===== src/rtl/bit_stats_if.sv =====
// Handshake and result bundle between a word source, bit_stats_pipe and its consumer.
// The slave modport is the bit_stats_pipe side.
interface bit_stats_if #(
  parameter int WIDTH = 16,
  parameter int ACC_W = 32
);
  localparam int CNT_W = $clog2(WIDTH + 1);

  logic             in_valid;
  logic             in_ready;
  logic [WIDTH-1:0] in_data;
  logic             clear;
  logic             out_valid;
  logic             out_ready;
  logic [CNT_W-1:0] ones_cnt;
  logic [CNT_W-1:0] zeros_cnt;
  logic [CNT_W-1:0] xz_cnt;
  logic             onehot;
  logic             onehot0;
  logic             unknown;
  logic [CNT_W-1:0] clog2_val;
  logic [ACC_W-1:0] words_total;
  logic [ACC_W-1:0] ones_total;
  logic [ACC_W-1:0] unknown_total;

  modport slave (
    input  in_valid, in_data, clear, out_ready,
    output in_ready, out_valid, ones_cnt, zeros_cnt, xz_cnt, onehot, onehot0,
           unknown, clog2_val, words_total, ones_total, unknown_total
  );

  modport master (
    output in_valid, in_data, clear, out_ready,
    input  in_ready, out_valid, ones_cnt, zeros_cnt, xz_cnt, onehot, onehot0,
           unknown, clog2_val, words_total, ones_total, unknown_total
  );
endinterface


===== src/rtl/bit_stats_pipe.sv =====
// One-stage streaming bit statistics for 4-state words, with saturating
// running totals across the accepted stream.
module bit_stats_pipe #(
  parameter int WIDTH = 16,
  parameter int ACC_W = 32
) (
  input  logic          clk,
  input  logic          rst_n,
  bit_stats_if.slave    bus
);
  localparam int CNT_W = $clog2(WIDTH + 1);
  localparam int SUM_W = ((ACC_W > CNT_W) ? ACC_W : CNT_W) + 1;
  localparam logic [SUM_W-1:0] ACC_MAX = {{(SUM_W-ACC_W){1'b0}}, {ACC_W{1'b1}}};

  logic             accept;
  logic [CNT_W-1:0] ones_n;
  logic [CNT_W-1:0] zeros_n;
  logic [CNT_W-1:0] xz_n;
  logic             unknown_n;
  logic [CNT_W-1:0] clog2_n;
  logic [WIDTH-1:0] vm1;
  logic [ACC_W-1:0] words_base;
  logic [ACC_W-1:0] ones_base;
  logic [ACC_W-1:0] unknown_base;

  function automatic logic [ACC_W-1:0] sat_add(input logic [ACC_W-1:0] a,
                                               input logic [SUM_W-1:0] b);
    logic [SUM_W-1:0] s;
    s = SUM_W'(a) + b;
    return (s > ACC_MAX) ? {ACC_W{1'b1}} : s[ACC_W-1:0];
  endfunction

  assign bus.in_ready = !bus.out_valid || bus.out_ready;
  assign accept       = bus.in_valid && bus.in_ready;

  // Case equality keeps x/z bits out of both the ones and zeros counts.
  always_comb begin
    ones_n  = '0;
    zeros_n = '0;
    xz_n    = '0;
    for (int i = 0; i < WIDTH; i++) begin
      if (bus.in_data[i] === 1'b1)
        ones_n = ones_n + CNT_W'(1);
      else if (bus.in_data[i] === 1'b0)
        zeros_n = zeros_n + CNT_W'(1);
      else
        xz_n = xz_n + CNT_W'(1);
    end
    unknown_n = (xz_n != '0);
  end

  // ceil(log2(v)) for v >= 2 is one past the top set bit of v-1.
  always_comb begin
    clog2_n = '0;
    vm1     = '0;
    if (!unknown_n && (bus.in_data > WIDTH'(1))) begin
      vm1 = bus.in_data - WIDTH'(1);
      for (int i = 0; i < WIDTH; i++)
        if (vm1[i] == 1'b1)
          clog2_n = CNT_W'(i + 1);
    end
  end

  always_comb begin
    words_base   = bus.clear ? '0 : bus.words_total;
    ones_base    = bus.clear ? '0 : bus.ones_total;
    unknown_base = bus.clear ? '0 : bus.unknown_total;
  end

  always_ff @(posedge clk or negedge rst_n) begin
    if (!rst_n) begin
      bus.out_valid <= 1'b0;
      bus.ones_cnt  <= '0;
      bus.zeros_cnt <= '0;
      bus.xz_cnt    <= '0;
      bus.onehot    <= 1'b0;
      bus.onehot0   <= 1'b0;
      bus.unknown   <= 1'b0;
      bus.clog2_val <= '0;
    end else if (accept) begin
      bus.out_valid <= 1'b1;
      bus.ones_cnt  <= ones_n;
      bus.zeros_cnt <= zeros_n;
      bus.xz_cnt    <= xz_n;
      bus.onehot    <= !unknown_n && (ones_n == CNT_W'(1));
      bus.onehot0   <= !unknown_n && (ones_n <= CNT_W'(1));
      bus.unknown   <= unknown_n;
      bus.clog2_val <= clog2_n;
    end else if (bus.out_ready) begin
      bus.out_valid <= 1'b0;
    end
  end

  always_ff @(posedge clk or negedge rst_n) begin
    if (!rst_n) begin
      bus.words_total   <= '0;
      bus.ones_total    <= '0;
      bus.unknown_total <= '0;
    end else if (accept) begin
      bus.words_total   <= sat_add(words_base, SUM_W'(1));
      bus.ones_total    <= sat_add(ones_base, SUM_W'(ones_n));
      bus.unknown_total <= sat_add(unknown_base, SUM_W'(unknown_n));
    end else begin
      bus.words_total   <= words_base;
      bus.ones_total    <= ones_base;
      bus.unknown_total <= unknown_base;
    end
  end
endmodule


===== src/flat_wrapper.sv =====
// flat-port wrapper written by rule: the top's interface ports become plain ports
module bit_stats_pipe_flat 
#(
  parameter int WIDTH = 16,
  parameter int ACC_W = 32
)
  (clk, rst_n, bus_in_valid, bus_in_data, bus_clear, bus_out_ready, bus_in_ready, bus_out_valid, bus_ones_cnt, bus_zeros_cnt, bus_xz_cnt, bus_onehot, bus_onehot0, bus_unknown, bus_clog2_val, bus_words_total, bus_ones_total, bus_unknown_total);
  bit_stats_if #(.WIDTH(WIDTH), .ACC_W(ACC_W)) bus_i ();
  input  logic clk;
  input  logic rst_n;
  input wire logic [$bits(bus_i.in_valid)-1:0] bus_in_valid;
  input wire logic [$bits(bus_i.in_data)-1:0] bus_in_data;
  input wire logic [$bits(bus_i.clear)-1:0] bus_clear;
  input wire logic [$bits(bus_i.out_ready)-1:0] bus_out_ready;
  output wire logic [$bits(bus_i.in_ready)-1:0] bus_in_ready;
  output wire logic [$bits(bus_i.out_valid)-1:0] bus_out_valid;
  output wire logic [$bits(bus_i.ones_cnt)-1:0] bus_ones_cnt;
  output wire logic [$bits(bus_i.zeros_cnt)-1:0] bus_zeros_cnt;
  output wire logic [$bits(bus_i.xz_cnt)-1:0] bus_xz_cnt;
  output wire logic [$bits(bus_i.onehot)-1:0] bus_onehot;
  output wire logic [$bits(bus_i.onehot0)-1:0] bus_onehot0;
  output wire logic [$bits(bus_i.unknown)-1:0] bus_unknown;
  output wire logic [$bits(bus_i.clog2_val)-1:0] bus_clog2_val;
  output wire logic [$bits(bus_i.words_total)-1:0] bus_words_total;
  output wire logic [$bits(bus_i.ones_total)-1:0] bus_ones_total;
  output wire logic [$bits(bus_i.unknown_total)-1:0] bus_unknown_total;
  assign bus_i.in_valid = bus_in_valid;
  assign bus_i.in_data = bus_in_data;
  assign bus_i.clear = bus_clear;
  assign bus_i.out_ready = bus_out_ready;
  assign bus_in_ready = bus_i.in_ready;
  assign bus_out_valid = bus_i.out_valid;
  assign bus_ones_cnt = bus_i.ones_cnt;
  assign bus_zeros_cnt = bus_i.zeros_cnt;
  assign bus_xz_cnt = bus_i.xz_cnt;
  assign bus_onehot = bus_i.onehot;
  assign bus_onehot0 = bus_i.onehot0;
  assign bus_unknown = bus_i.unknown;
  assign bus_clog2_val = bus_i.clog2_val;
  assign bus_words_total = bus_i.words_total;
  assign bus_ones_total = bus_i.ones_total;
  assign bus_unknown_total = bus_i.unknown_total;
  bit_stats_pipe #(.WIDTH(WIDTH), .ACC_W(ACC_W)) u_core (.clk(clk), .rst_n(rst_n), .bus(bus_i));
endmodule

===== config.mk =====
export PLATFORM = sky130hd
export DESIGN_NAME = bit_stats_pipe_flat
export DESIGN_NICKNAME = d
export VERILOG_FILES = /design/src/rtl/bit_stats_if.sv /design/src/rtl/bit_stats_pipe.sv /design/src/flat_wrapper.sv
export SDC_FILE = /design/constraint.sdc
export NUM_CORES = 1
export LEC_CHECK = 0
export ABC_AREA = 1
export BUFFER_PORTS_ARGS = -buffer_cell sky130_fd_sc_hd__clkbuf_2
export CAP_MARGIN = 10
export CORE_MARGIN = 2
export CORE_UTILIZATION = 40
export CTS_CLUSTER_SIZE = 40
export DETAILED_ROUTE_END_ITERATION = 8
export PLACE_DENSITY_LB_ADDON = 0.05
export REMOVE_ABC_BUFFERS = 1
export SLEW_MARGIN = 25
export SYNTH_ARGS = -nofsm -noshare
export SYNTH_HDL_FRONTEND = slang
export SYNTH_SLANG_ARGS = --single-unit

===== constraint.sdc =====
create_clock -name clk -period 6 [get_ports clk]
set_input_delay 1.2 -clock clk [delete_from_list [all_inputs] [get_ports clk]]
set_output_delay 1.2 -clock clk [all_outputs]
set_load 0.02 [all_outputs]

==> flow_summary_export.csv <==
group,metric,value,unit
floorplanning,floorplan.die_area,25270,um2
global_route,global_route.peak_usage_layer,"met2",
min_path,min-delay-start,"u_core.bus.zeros_cnt[4]",
worst_setup_path,worst_ep_required_time,6.31,ns
timing,rsz0062_at_grt,"true",
outcome,failed_checks,"negative setup slack",
placed_design,numPlacedInstances,2061,
cells_and_area,seq_area,2853,um2
min_path,hold_depth,2,
power_and_ir_drop,pwr-share-clk,27.1,%
cells_and_area,syn2layout_area_growth,45.49,%
drt,detail_route.drc_violations,0,
cells_and_area,n_antenna_cell,0,
timing,fin_crit_sh,150.3,%
cells_and_area,num-nets-final,1920,
placed_design,post-dp-hpwl,19270,um
floorplanning,initial_core_util,40.81,%
timing,setup_violations,42,
clocking,cts-root-buf,"sky130_fd_sc_hd__clkbuf_16",
drt,final_antenna_net_count,0,
power_and_ir_drop,total_power,3728,uW
global_route,grt_pass1_wl,45780,um
power_and_ir_drop,pwr_density_cell,266.7,nW/um2
worst_setup_path,timing.critical_path.from_type,"input pin",
timing,worst-slew-pin-transition,0.7388,ns
floorplanning,die_width,159.0,um
global_route,grt_antenna_before_repair,0,
yosys,synth_compound_gate_area_share,5.210,%
clocking,tritoncts_num_sinks,114,
drt,drt-initial-drc-count,530,
worst_setup_path,cp_common_cell,"sky130_fd_sc_hd__buf_4",
yosys,synth_xor_xnor_area_share,4.832,%
worst_setup_path,critPathMaxFanout,3,
cells_and_area,layout.filler_cells,2218,
floorplanning,fp.coreArea,23540,um2
clocking,clock_buffers_created_by_tritoncts,17,
timing,hold_slack,0.4776,ns
global_route,grt_use_met3,2.917,%
yosys,synth_simple_gate_area_share,41.96,%
min_path,hp-class,"reg2reg",
worst_setup_path,rr_endpoint,"u_core.bus.words_total[1]",
cells_and_area,multi_input_area,6295,um2
yosys,ys_seq_area_share,29.70,%
global_route,global_route.usage.met2,38.23,%
yosys,synth_enable_flop_cells,0,
yosys,syn-instance-count,1474,
timing,finalWorstPathRequiredPeriod,9.019,ns
drt,detailroute.via_count,10180,
worst_setup_path,critPathArrivalTime,9.33,ns
yosys,synth_top_flop_cell,"sky130_fd_sc_hd__dfrtp_1",
worst_setup_path,timing.critical_path.slowest_cell_delay,0.44,ns
drt,wl_per_cell,12.43,um
timing,slew_headroom,50.75,%
yosys,largest_family_of_logic_cells_by_synthesized_area,"simple AND/OR/NAND/NOR gates",
worst_setup_path,timing.rr.start,"u_core.bus.words_total[1]",
clocking,clk-insertion-delay-late,0.42,ns
worst_setup_path,worst-setup-path-type,"in2reg",
placed_design,place.port_buffers,135,
power_and_ir_drop,power_frac_seq,24.0,%
floorplanning,placement_rows,56,
power_and_ir_drop,combPwrFrac,48.9,%
yosys,ys_types,54,
floorplanning,boundaryPins,142,
job,max_cap_violations,0,
worst_setup_path,path_depth,67,
cells_and_area,mostFrequentLayoutCell,"sky130_fd_sc_hd__nand2_1",
cells_and_area,post_route_cells_drive_above_1_share,36.15,%
timing,timing.final.ws_setup,-3.019,ns
worst_setup_path,crit_path_end_kind,"register",
drt,wirelength,27240,um
yosys,asyncSetResetFlopFracSynth,100.0,%
floorplanning,height_of_the_chip,159.0,um
yosys,avgSynthCellArea,6.517,um2
power_and_ir_drop,p_sw_share,38.50,%
cells_and_area,highest_count_cells_in_the_layout_ignoring_fill_and_taps,"327 x sky130_fd_sc_hd__nand2_1, 254 x sky130_fd_sc_hd__buf_4, 243 x sky130_fd_sc_hd__inv_1",
clocking,ctsHtreeMaxLevel,4,
global_route,grt_overflow,0,
global_route,grtUsageTotal,21.44,%
clocking,tritoncts,"built",
power_and_ir_drop,peakVddDrop,168.8,uV
global_route,grt_max_degree,70,
power_and_ir_drop,internal-power,2293,uW
power_and_ir_drop,p_sw,1435,uW
yosys,yosys_warnings,0,
yosys,post_synth_instance_area,9607,um2
yosys,synth.ff_latch_count,114,
timing,fin_setup_tns,-109.44,ns
timing,timing_max_transition_violations_final,0,
worst_setup_path,reg2reg_depth,22,
timing,clock_skew,0.01699,ns
yosys,yosys.area_share.adder,5.158,%
clocking,clk_transition_reported_paths,0.06,ns
worst_setup_path,critical_path.slowest_cell,"sky130_fd_sc_hd__fa_1",
worst_setup_path,cp_top_family,"simple AND/OR/NAND/NOR gates",
yosys,yosys-mux-area-fraction,0,%
global_route,number_of_global_route_vias_before_repair,9994,
timing,max_freq,110.9,MHz
placed_design,place_congestion,0.8363,
drt,drt_first_pass_iters,5,
worst_setup_path,regToRegSetupSlack,2.06,ns
global_route,global_route.usage.met1,27.33,%
worst_setup_path,critical_path.n_buffers_inverters,17,
outcome,run_status,"finished with violations",
cells_and_area,final-instance-count-excl-fill,2192,
power_and_ir_drop,cellLeakagePower,0.007789,uW
min_path,worst_hold_path.endpoint,"u_core.bus.zeros_cnt[4]",
clocking,cts_max_path_buffers,2,
timing,final-hold-violation-count,0,
drt,via_per_inst,4.643,
## worst max-delay path by stage
stage	from	slack (ns)	to
floorplan	bus_in_data[0]	-4.21	u_core.bus.ones_total[4]
finish	bus_in_data[1]	-3.02	u_core.bus.ones_total[20]
detailed placement	bus_in_data[1]	-4.18	u_core.bus.ones_total[4]
CTS	bus_in_data[1]	-3.11	u_core.bus.ones_total[2]
global route	bus_in_data[0]	-3.55	u_core.bus.ones_total[2]
global placement	bus_in_data[0]	-4.02	u_core.bus.ones_total[4]
## what timing repair did
item | 4_1_cts | 5_1_grt
resized for setup | 90 | 118
setup endpoints to repair | 42 | 42
buffers inserted | 98 | 17
pin swaps | 92 | 92
hold buffers | 0 | 0
## routing by layer
layer / wire length (um) / up-vias
met5: 0 / -
met4: 478 / 0
met3: 756 / 34
met2: 13340 / 176
met1: 12670 / 4637
li1: - / 5331
## power groups by stage
stage | Clock [uW] | Combinational (uW) | Sequential, uW
2_1_floorplan | 0 | 776 | 990
3_3_place_gp | 0 | 1380 | 906
3_5_place_dp | 0 | 1390 | 908
4_1_cts | 1030 | 1700 | 895
5_1_grt | 1070 | 2040 | 904
6_report | 1010 | 1820 | 895
## sequential cells by signal, summed over array words and instances (netlist names)
signal                    cells
u_core.bus.ones_cnt           5
u_core.bus.zeros_cnt          5
u_core.bus.unknown_total     32
u_core.bus.words_total       32
u_core.bus.onehot0            1
u_core.bus.clog2_val          5
u_core.bus.out_valid          1
u_core.bus.ones_total        32
u_core.bus.onehot             1
## Yosys cell counts (8+ instances only)
cell | count | share of area, %
sky130_fd_sc_hd__o21ai_0 | 24 | 1.3
sky130_fd_sc_hd__ha_1 | 38 | 4.9
sky130_fd_sc_hd__clkbuf_1 | 14 | 0.55
sky130_fd_sc_hd__a21oi_1 | 12 | 0.63
sky130_fd_sc_hd__nor4_1 | 9 | 0.59
sky130_fd_sc_hd__xor2_1 | 43 | 3.9
sky130_fd_sc_hd__inv_2 | 10 | 0.39
sky130_fd_sc_hd__nand2_2 | 37 | 2.4
sky130_fd_sc_hd__nand3_2 | 13 | 1.4
sky130_fd_sc_hd__inv_1 | 257 | 10
sky130_fd_sc_hd__nand3_1 | 133 | 6.9
sky130_fd_sc_hd__buf_4 | 9 | 0.70
sky130_fd_sc_hd__nor3_1 | 18 | 0.94
sky130_fd_sc_hd__nand4_1 | 18 | 1.2
sky130_fd_sc_hd__xnor2_1 | 10 | 0.91
sky130_fd_sc_hd__nor2_1 | 179 | 7.0
sky130_fd_sc_hd__buf_2 | 11 | 0.57
sky130_fd_sc_hd__dfrtp_1 | 114 | 30
sky130_fd_sc_hd__nand2_1 | 390 | 15
sky130_fd_sc_hd__nand3b_1 | 22 | 1.7
sky130_fd_sc_hd__o21ai_1 | 25 | 1.3
sky130_fd_sc_hd__or2_2 | 12 | 0.78
sky130_fd_sc_hd__nand2_4 | 8 | 0.94
## worst register-to-register path, cell delays in order, from the launching register on
cell and delay (ns):
sky130_fd_sc_hd__dfrtp_1 0.41, sky130_fd_sc_hd__inv_1 0.06, sky130_fd_sc_hd__nor2_1 0.21, sky130_fd_sc_hd__ha_1 0.24
sky130_fd_sc_hd__nand2_1 0.07, sky130_fd_sc_hd__nor2_1 0.15, sky130_fd_sc_hd__nand2_1 0.09, sky130_fd_sc_hd__nor2_2 0.12
sky130_fd_sc_hd__nand2_1 0.10, sky130_fd_sc_hd__inv_1 0.09, sky130_fd_sc_hd__nand4_1 0.13, sky130_fd_sc_hd__nor4_2 0.34
sky130_fd_sc_hd__nand3_1 0.18, sky130_fd_sc_hd__nand3b_1 0.23, sky130_fd_sc_hd__xor2_1 0.19, sky130_fd_sc_hd__nand3b_1 0.14
sky130_fd_sc_hd__nor2_1 0.05, sky130_fd_sc_hd__nand4_1 0.08, sky130_fd_sc_hd__nor2_1 0.07, sky130_fd_sc_hd__nor2_4 0.57
sky130_fd_sc_hd__nand3_1 0.17, sky130_fd_sc_hd__o21ai_1 0.13, sky130_fd_sc_hd__inv_1 0.05
## area by class of cell
type	count	share of cell area, %
tap	319	2.856
clock buffer	18	3.142
inverter	273	7.448
sequential	114	20.41
multi-input combinational	1049	45.04
clock inverter	14	1.092
timing repair buffer	405	20.02
## logic make-up (layout without fill, tap and decap cells)
logic type / Yosys count / after routing
other: 1 / 6
AO/OA/AOI/OAI: 86 / 86
XOR/XNOR: 53 / 53
flip-flops: 114 / 114
adder cells (fa/ha/maj): 39 / 39
AND/OR/NAND/NOR: 865 / 865
buffers and inverters: 316 / 710
## through the flow
step           setup WS, ns  utilization [%]  instance area [um2]
5_1_grt              -3.554            59.37                13980
2_1_floorplan        -4.208                -                 9400
4_1_cts              -3.112            57.07                13440
6_report             -3.019            59.37                13980
3_3_place_gp         -4.015            50.01                11770
3_5_place_dp         -4.183            50.01                11770
Power figures use the tool's default switching activity.
